**src/rtl/sfp_port_ctrl_if.sv**
```systemverilog
// sfp_port_ctrl_if: cage pins, management enable and status outputs of one SFP port
interface sfp_port_ctrl_if;
    logic       mod_abs_i;
    logic       rxlos_i;
    logic       tx_fault_i;
    logic       tx_en_i;
    logic       tx_dis_o;
    logic       present_o;
    logic       link_up_o;
    logic       fault_o;
    logic [2:0] state_o;
    logic [1:0] retry_cnt_o;

    modport master (
        output mod_abs_i, rxlos_i, tx_fault_i, tx_en_i,
        input  tx_dis_o, present_o, link_up_o, fault_o, state_o, retry_cnt_o
    );

    modport slave (
        input  mod_abs_i, rxlos_i, tx_fault_i, tx_en_i,
        output tx_dis_o, present_o, link_up_o, fault_o, state_o, retry_cnt_o
    );
endinterface

```
**src/rtl/sfp_port_ctrl.sv**
```systemverilog
// sfp_port_ctrl: per-cage SFP pin conditioning, TX enable sequencing and bounded fault recovery
module sfp_port_ctrl #(
    parameter int DEBOUNCE_CYC    = 1000,
    parameter int INIT_CYC        = 30000000,
    parameter int TXDIS_PULSE_CYC = 1000,
    parameter int MAX_RETRIES     = 3
) (
    input  logic            clk,
    input  logic            rst_n,
    sfp_port_ctrl_if.slave  bus
);
    localparam int MAX_T = (INIT_CYC > TXDIS_PULSE_CYC)
                         ? ((INIT_CYC > DEBOUNCE_CYC) ? INIT_CYC : DEBOUNCE_CYC)
                         : ((TXDIS_PULSE_CYC > DEBOUNCE_CYC) ? TXDIS_PULSE_CYC : DEBOUNCE_CYC);
    localparam int TMR_W = $clog2(MAX_T + 1);
    localparam logic [TMR_W-1:0] TMR_MAX   = TMR_W'(MAX_T);
    localparam logic [TMR_W-1:0] INIT_END  = TMR_W'(INIT_CYC - 1);
    localparam logic [TMR_W-1:0] PULSE_END = TMR_W'(TXDIS_PULSE_CYC - 1);
    localparam logic [TMR_W-1:0] DB_END    = TMR_W'(DEBOUNCE_CYC - 1);
    localparam logic [1:0]       RETRY_MAX = 2'(MAX_RETRIES);

    typedef enum logic [2:0] {
        ABSENT    = 3'd0,
        INIT      = 3'd1,
        ACTIVE    = 3'd2,
        FAULT_RST = 3'd3,
        LOCKOUT   = 3'd4
    } state_e;

    // bit 0 = mod_abs, bit 1 = rxlos, bit 2 = tx_fault
    logic [2:0]            sync1_q, sync2_q;
    logic [1:0]            db_q, db_d;
    logic [1:0][TMR_W-1:0] cnt_q, cnt_d;
    state_e                state_q, state_d;
    logic [TMR_W-1:0]      tmr_q, tmr_d;
    logic [1:0]            retry_q, retry_d;
    logic                  tx_dis_q, tx_dis_d;
    logic                  present_q, present_d;
    logic                  link_q, link_d;
    logic                  fault_q, fault_d;
    logic                  fault_req;

    assign fault_req = sync2_q[2] & bus.tx_en_i;

    // two-stage synchroniser on the asynchronous cage pins; resets to absent/los/fault
    always_ff @(posedge clk or negedge rst_n) begin
        if (!rst_n) begin
            sync1_q <= 3'b111;
            sync2_q <= 3'b111;
        end else begin
            sync1_q <= {bus.tx_fault_i, bus.rxlos_i, bus.mod_abs_i};
            sync2_q <= sync1_q;
        end
    end

    // debounce mod_abs and rxlos: flip only after DEBOUNCE_CYC consecutive differing samples
    always_comb begin
        for (int i = 0; i < 2; i++) begin
            db_d[i]  = db_q[i];
            cnt_d[i] = '0;
            if (sync2_q[i] != db_q[i]) begin
                if (cnt_q[i] == DB_END) db_d[i] = sync2_q[i];
                else cnt_d[i] = cnt_q[i] + TMR_W'(1);
            end
        end
    end

    // state register
    always_ff @(posedge clk or negedge rst_n) begin
        if (!rst_n) state_q <= ABSENT;
        else state_q <= state_d;
    end

    // next state; module removal overrides every other transition
    always_comb begin
        state_d = state_q;
        case (state_q)
            ABSENT:    if (!db_q[0]) state_d = INIT;
            INIT:      if (tmr_q == INIT_END) state_d = ACTIVE;
            ACTIVE:    if (fault_req) state_d = (retry_q == RETRY_MAX) ? LOCKOUT : FAULT_RST;
            FAULT_RST: if (tmr_q == PULSE_END) state_d = INIT;
            LOCKOUT:   if (!bus.tx_en_i) state_d = INIT;
            default:   state_d = ABSENT;
        endcase
        if (db_q[0]) state_d = ABSENT;
    end

    // shared timer restarts on every state change; retry count clears on removal or acknowledge
    always_comb begin
        tmr_d   = (state_d != state_q) ? '0 : (tmr_q == TMR_MAX) ? tmr_q : tmr_q + TMR_W'(1);
        retry_d = (state_d == ABSENT || (state_q == LOCKOUT && state_d == INIT)) ? 2'd0
                : (state_q == ACTIVE && state_d == FAULT_RST && retry_q != RETRY_MAX) ? retry_q + 2'd1
                : retry_q;
    end

    // outputs derived from the next state so they update on the same edge as the state register
    always_comb begin
        tx_dis_d  = (state_d == INIT || state_d == ACTIVE) ? ~bus.tx_en_i : 1'b1;
        present_d = ~db_d[0];
        link_d    = (state_d == ACTIVE) & ~db_d[1];
        fault_d   = (state_d == LOCKOUT);
    end

    // datapath and output registers; laser held off while in reset
    always_ff @(posedge clk or negedge rst_n) begin
        if (!rst_n) begin
            db_q      <= 2'b11;
            cnt_q     <= '0;
            tmr_q     <= '0;
            retry_q   <= '0;
            tx_dis_q  <= 1'b1;
            present_q <= 1'b0;
            link_q    <= 1'b0;
            fault_q   <= 1'b0;
        end else begin
            db_q      <= db_d;
            cnt_q     <= cnt_d;
            tmr_q     <= tmr_d;
            retry_q   <= retry_d;
            tx_dis_q  <= tx_dis_d;
            present_q <= present_d;
            link_q    <= link_d;
            fault_q   <= fault_d;
        end
    end

    assign bus.tx_dis_o    = tx_dis_q;
    assign bus.present_o   = present_q;
    assign bus.link_up_o   = link_q;
    assign bus.fault_o     = fault_q;
    assign bus.state_o     = state_q;
    assign bus.retry_cnt_o = retry_q;
endmodule
```
**src/flat_wrapper.sv**
```systemverilog
// flat-port wrapper written by rule: the top's interface ports become plain ports
module sfp_port_ctrl_flat 
#(
    parameter int DEBOUNCE_CYC    = 1000,
    parameter int INIT_CYC        = 30000000,
    parameter int TXDIS_PULSE_CYC = 1000,
    parameter int MAX_RETRIES     = 3
)
  (clk, rst_n, bus_mod_abs_i, bus_rxlos_i, bus_tx_fault_i, bus_tx_en_i, bus_tx_dis_o, bus_present_o, bus_link_up_o, bus_fault_o, bus_state_o, bus_retry_cnt_o);
  sfp_port_ctrl_if bus_i ();
  input  logic clk;
  input  logic rst_n;
  input wire logic [$bits(bus_i.mod_abs_i)-1:0] bus_mod_abs_i;
  input wire logic [$bits(bus_i.rxlos_i)-1:0] bus_rxlos_i;
  input wire logic [$bits(bus_i.tx_fault_i)-1:0] bus_tx_fault_i;
  input wire logic [$bits(bus_i.tx_en_i)-1:0] bus_tx_en_i;
  output wire logic [$bits(bus_i.tx_dis_o)-1:0] bus_tx_dis_o;
  output wire logic [$bits(bus_i.present_o)-1:0] bus_present_o;
  output wire logic [$bits(bus_i.link_up_o)-1:0] bus_link_up_o;
  output wire logic [$bits(bus_i.fault_o)-1:0] bus_fault_o;
  output wire logic [$bits(bus_i.state_o)-1:0] bus_state_o;
  output wire logic [$bits(bus_i.retry_cnt_o)-1:0] bus_retry_cnt_o;
  assign bus_i.mod_abs_i = bus_mod_abs_i;
  assign bus_i.rxlos_i = bus_rxlos_i;
  assign bus_i.tx_fault_i = bus_tx_fault_i;
  assign bus_i.tx_en_i = bus_tx_en_i;
  assign bus_tx_dis_o = bus_i.tx_dis_o;
  assign bus_present_o = bus_i.present_o;
  assign bus_link_up_o = bus_i.link_up_o;
  assign bus_fault_o = bus_i.fault_o;
  assign bus_state_o = bus_i.state_o;
  assign bus_retry_cnt_o = bus_i.retry_cnt_o;
  sfp_port_ctrl #(.DEBOUNCE_CYC(DEBOUNCE_CYC), .INIT_CYC(INIT_CYC), .TXDIS_PULSE_CYC(TXDIS_PULSE_CYC), .MAX_RETRIES(MAX_RETRIES)) u_core (.clk(clk), .rst_n(rst_n), .bus(bus_i));
endmodule
```
**config.mk**
```make
export PLATFORM = sky130hd
export DESIGN_NAME = sfp_port_ctrl_flat
export DESIGN_NICKNAME = d
export VERILOG_FILES = /design/src/rtl/sfp_port_ctrl_if.sv /design/src/rtl/sfp_port_ctrl.sv /design/src/flat_wrapper.sv
export SDC_FILE = /design/constraint.sdc
export NUM_CORES = 1
export LEC_CHECK = 0
export BUFFER_PORTS_ARGS = -buffer_cell sky130_fd_sc_hd__buf_2
export CAP_MARGIN = 20
export CORE_ASPECT_RATIO = 0.7
export CORE_MARGIN = 3
export CORE_UTILIZATION = 62
export DETAILED_ROUTE_END_ITERATION = 10
export GPL_ROUTABILITY_DRIVEN = 1
export GPL_TIMING_DRIVEN = 0
export PLACE_DENSITY = 0.8
export SYNTH_ARGS = -nofsm -noshare
export SYNTH_HDL_FRONTEND = slang
export SYNTH_SLANG_ARGS = --single-unit
```
**constraint.sdc**
```tcl
create_clock -name clk -period 2.62 [get_ports clk]
set_input_delay 0.262 -clock clk [delete_from_list [all_inputs] [get_ports clk]]
set_output_delay 0.262 -clock clk [all_outputs]
set_load 0.01 [all_outputs]
```
Word level (Yosys, flattened, before mapping)

Index checks and enable logic that the tools add are counted.
Widths: inputs -> output; s select.

Register bits after elaboration: 92
Latch bits: 0
Bits in writable memories: 0
Bits in read-only memories: 0
Input port bits: 6
Output and inout port bits: 9
Word-level logic and storage cells: 68
Memories kept: 0

Add/subtract/negate cells: 4
$mul: 0
Divide/modulo/power cells: 0
$lt $le $gt $ge: 0
Equality and inequality tests: 19
Shift-type cells: 0
Multiplexer cells: 20
Bitwise operators: 5
Reduce and logical (&&, ||, !) cells: 8

Operators with widths:

| cell                  | number |
|---|---|
| $mux 25               | 6 |
| $add 25x1->25 const B | 3 |
| $eq 25x10->1 const B  | 3 |
| $eq 25x25->1 const B  | 2 |
| $mux 3                | 6 |
| $pmux 3 s5            | 1 |
| $eq 3x2->1 const B    | 4 |
| $eq 3x1->1 const B    | 2 |
| $eq 3x3->1 const B    | 2 |
| $logic_not 3->1       | 2 |
| $mux 1                | 5 |
| $mux 2                | 2 |
| $logic_and 1x1->1     | 3 |
| $ne 3x3->1            | 1 |
| $not 1->1             | 3 |
| $add 2x1->2 const B   | 1 |
| $and 1x1->1           | 2 |
| $eq 2x2->1 const B    | 1 |
| $logic_or 1x1->1      | 2 |
| $ne 1x1->1            | 2 |
| $ne 2x1->1 const B    | 1 |
| $ne 2x2->1 const B    | 1 |
| $reduce_bool 2->1     | 1 |

Longest topological paths before layout

Depth after elaboration: 10
Gate-level depth with buffers: 8
Gate-level depth less buffers: 6

Least setup slack after synthesis

Ideal clock, no wire load.

Path kind: flip-flop to flip-flop
Start: register u_core.tmr_q[1]
End: register u_core.tmr_q[10]
Library setup time: 119 ps
Data arrival time: 1943 ps
Data required time: 2501 ps
Path slack: 559 ps
Stages on the path, launching flop included: 8
Path buffers: 1
Period minus slack after synthesis: 2061 ps
Cells stage by stage: dfrtp_1 ha_1 or4b_4 nor4_4 a21oi_2 o211ai_4 buf_6 nor2_1

Word-level cells in the longest chain between the ends: 6
Elaborated cells on any way between the ends: 12
Those cells by class: 1 x add/sub; 5 x eq/ne; 6 x mux

RTL lines:

| item                                                   | RTL line                                 | RTL |
|---|---|---|
| start: declaration                                     | sfp_port_ctrl.sv:35                      | `logic [TMR_W-1:0] tmr_q, tmr_d;` |
| start signal: assignment                               | sfp_port_ctrl.sv:118                     | `tmr_q <= tmr_d;` |
| $eq 25x10->1 or $eq 25x25->1 (tied branches)           | sfp_port_ctrl.sv:81, sfp_port_ctrl.sv:79 |  |
| $mux 3, on equally long branches                       | sfp_port_ctrl.sv:81, sfp_port_ctrl.sv:79 |  |
| $pmux 3 s5                                             | sfp_port_ctrl.sv:77                      | `case (state_q)` |
| $mux 3                                                 | sfp_port_ctrl.sv:85                      | `if (db_q[0]) state_d = ABSENT;` |
| $ne 3x3->1                                             | sfp_port_ctrl.sv:90                      | `tmr_d = (state_d != state_q) ? '0 : (tmr_q == TMR_MAX) ? tmr_q : tmr_q + TMR_W'(1);` |
| $ne 2x1->1 (no source line) or $mux 25 (tied branches) | -                                        |  |

Parallel ways exist; a longest one is shown, timed or not. The select of a mux whose other input is x is not followed.
A chain may end at the register's enable or synchronous reset.

Worst setup path after layout

Start: register u_core.tmr_q[1]
End: register u_core.tmr_q[5]

The elaborated chain is that of the path after synthesis.

==> impl_metrics.yaml <==
placement:
  hpwl_um: 6410
  numPortBuffers: 14
  gp_congestion: 0.835
  postPlaceCellArea_um2: 4790
sta:
  min_period_over_period_pct: 88.0
  skew_ns: 0.0105
  rsz0062_at_grt: "no"
  slew_violations: 0
  max_freq_ghz: 0.434
  setup_viol: 0
  worstMarginPinSlew_ns: 0.851
  final.setup.tns_ns: 0
  hold_violations: 0
  maxSlewHeadroom_pct: 42.9
  period_minus_slack_ns: 2.31
finish:
  antenna_cells: 0
  final-seq-area_um2: 2310
  area_growth_pct: 10.1
  multi_input_area_um2: 2160
  postLayoutCellArea_um2: 5030
  n_fill_cell: 517
  final_cell_mix: "nor2_1, dfrtp_1, xor2_1"
  nNetsFinal: 503
  final_common_cell: "nor2_1"
  drive_above_1_share_pct: 12.9
  final_util_pct: 72.5
route:
  drc: 0
  drtIter0Drc: 212
  dr.pass1.iters: 4
  wl_per_cell_um: 15.3
  avgViaCountPerCell: 5.73
  vias: 3387
  ant_nets: 0
  totalWireLength_um: 9050
floorplan:
  core_area_um2: 6940
  top_level_ports: 15
  initial_core_util_pct: 65.8
  die-area_um2: 8460
  die_w_um: 109
  fp-row-count: 25
  die_y_um: 77.8
min_path:
  worstHoldPathType: "in -> reg"
clock_network:
  clock_sinks: 92
  cts_setup_buffers: 0
  worstSkewPairLatency_ns: 0.36
  cts_max_path_buffers: 2
  cts-root-buf: "clkbuf_8"
  post_cts_resized: 0
  cts_max_level: 3
  cts_tree: "done"
  numCtsBuffers: 9
  hold_buffers: 4
  clkTransAtPathRegs_ns: 0.09
synthesis:
  synth_ff_type: "dfrtp_1"
  synthXorXnorAreaFrac_pct: 13.8
  synth-seq-area-share_pct: 50.6
  synth_mux_area_share_pct: 0.903
  ys_warn_count: 0
  ys_seq_elements: 92
  synth_top_area_share_pct: 45.4
  yosys.area_share.simple_pct: 28.5
  synth_edf_count: 0
  synthDistinctLibCells: 49
  syn_avg_cell_area_um2: 9.94
  synthesis.nets: 471
  syn_area_um2: 4570
  synthArstFlopShare_pct: 100
  synth_top_family_by_area: "simple AND/OR/NAND/NOR gates"
  synth_adder_area_share_pct: 1.37
  syn_inst: 460
  yosys.area.top_type: "dfrtp_1"
  ys_top_cells_by_area: "dfrtp_1, xor2_1, nor2_1"
  synth_compound_area_share_pct: 2.74
status:
  status: "completed"
grt:
  grt_max_degree: 54
  antenna_found_initial: 0
  grt_pass1_wl_um: 15900
  grt_usage_pct: 23.8
  grt_pass1_vias: 3328
  globalRouteOverflowTotal: 0
power_and_ir_drop:
  irDropWorstVdd_uv: 413
  leakage_nw: 2.23
  cellPowerDensity_nw_per_um2: 488
critical_path:
  cp_data_required_time_ns: 2.87
  crit_path_max_incr_delay_ns: 0.49
  critical_path_class: "reg -> reg"
  slowest_stage: "or4b_4"
  start_kind: "register"
  worstPathMaxFanout: 10
  cp-end-kind: "register"
  cp_cell_sequence: "ha_1 > or4b_4 > nor4_4 > a21oi_2 > o211ai_4 > buf_6 > nor2_1"
  arrival_ns: 2.55
flow_run:
  drv_cap: 0
[cells by family (layout without fill, tap and decap cells)]
kind of cell	after synthesis	after routing
buf+inv	21	58
compound gates	18	18
simple gates	248	248
flops	92	92
fa+ha+maj	5	5
xor+xnor	72	72
mux	4	4
[worst paths after layout]
path / depth (start not counted) / from / end / slack (ns)
max: 7 / u_core.tmr_q[1] / u_core.tmr_q[5] / 0.31
min: 2 / bus_tx_en_i / u_core.bus.tx_dis_o / 0.16
max reg2reg: 7 / u_core.tmr_q[1] / u_core.tmr_q[5] / 0.31
min reg2reg: 0 / u_core.sync1_q[1] / u_core.sync2_q[1] / 0.36
max in group asynchronous: 3 / rst_n / u_core.sync1_q[1] / 1.52
min in group asynchronous: 2 / rst_n / u_core.bus.retry_cnt_o[0] / 0.41
[Yosys cell counts (3+ instances only)]
cell	n
nor2_1	92
nand4_1	30
dfrtp_1	83
inv_1	11
and2_1	4
nor2b_1	6
or4_1	3
mux2i_1	3
ha_1	5
xnor2_1	25
xor2_1	47
and3_1	12
a21oi_1	6
nand2_1	23
nor3_1	9
o21ai_0	4
dfstp_2	9
nor4_1	9
nor2_2	4
clkbuf_1	6
nand3_1	30
and4_1	3
[metal layers]
metal | vias up | GRT usage [%] | share of wire [%]
li1 | 1647 | - | -
met1 | 1679 | 35.0 | 50
met2 | 57 | 35.5 | 46
met3 | 4 | 6.48 | 4.2
met4 | 0 | 5.17 | 0.39
met5 | - | 0 | 0
[worst max-delay path: cells and delay by family, from the launching register on]
kind	cells	cell delay, ns
adder cells (fa/ha/maj)	1	0.23
AND/OR/NAND/NOR	3	0.93
flip-flops	1	0.41
AO/OA/AOI/OAI	2	0.42
buffers and inverters	1	0.21
[flip-flops by register name, summed over array words and instances, names as in the netlist]
register                cells
u_core.bus.fault_o          1
u_core.bus.link_up_o        1
u_core.bus.present_o        1
u_core.bus.retry_cnt_o      2
u_core.bus.state_o          3
u_core.bus.tx_dis_o         1
u_core.cnt_q               50
u_core.db_q                 2
u_core.sync1_q              3
u_core.sync2_q              3
u_core.tmr_q               25
[report_power, final]
part | total [mW] | leakage (nW) | switching [mW] | internal (mW)
Clock | 0.933 | 0.0927 | 0.491 | 0.441
Combinational | 0.0763 | 0.909 | 0.0519 | 0.0243
Sequential | 1.45 | 1.23 | 0.0102 | 1.44
[through the flow]
step	instances	worst slack, ns	power (mW)	hold WS [ns]
6_report	591	0.313	2.46	0.160
3_3_place_gp	568	0.368	1.54	0.348
2_1_floorplan	460	0.559	1.50	-0.0336
5_1_grt	591	0.112	2.58	0.137
4_1_cts	590	0.309	2.49	0.131
3_5_place_dp	570	0.336	1.55	0.272
[layout make-up]
cell class	instances	area share, %
sequential	92	46.0
inverter	11	0.820
tap	94	2.34
multi-input combinational	347	43.0
timing repair buffer	21	3.03
clock inverter	6	1.27
clock buffer	10	2.54
buffer	10	1.09
(Power assumes the default switching activity.)
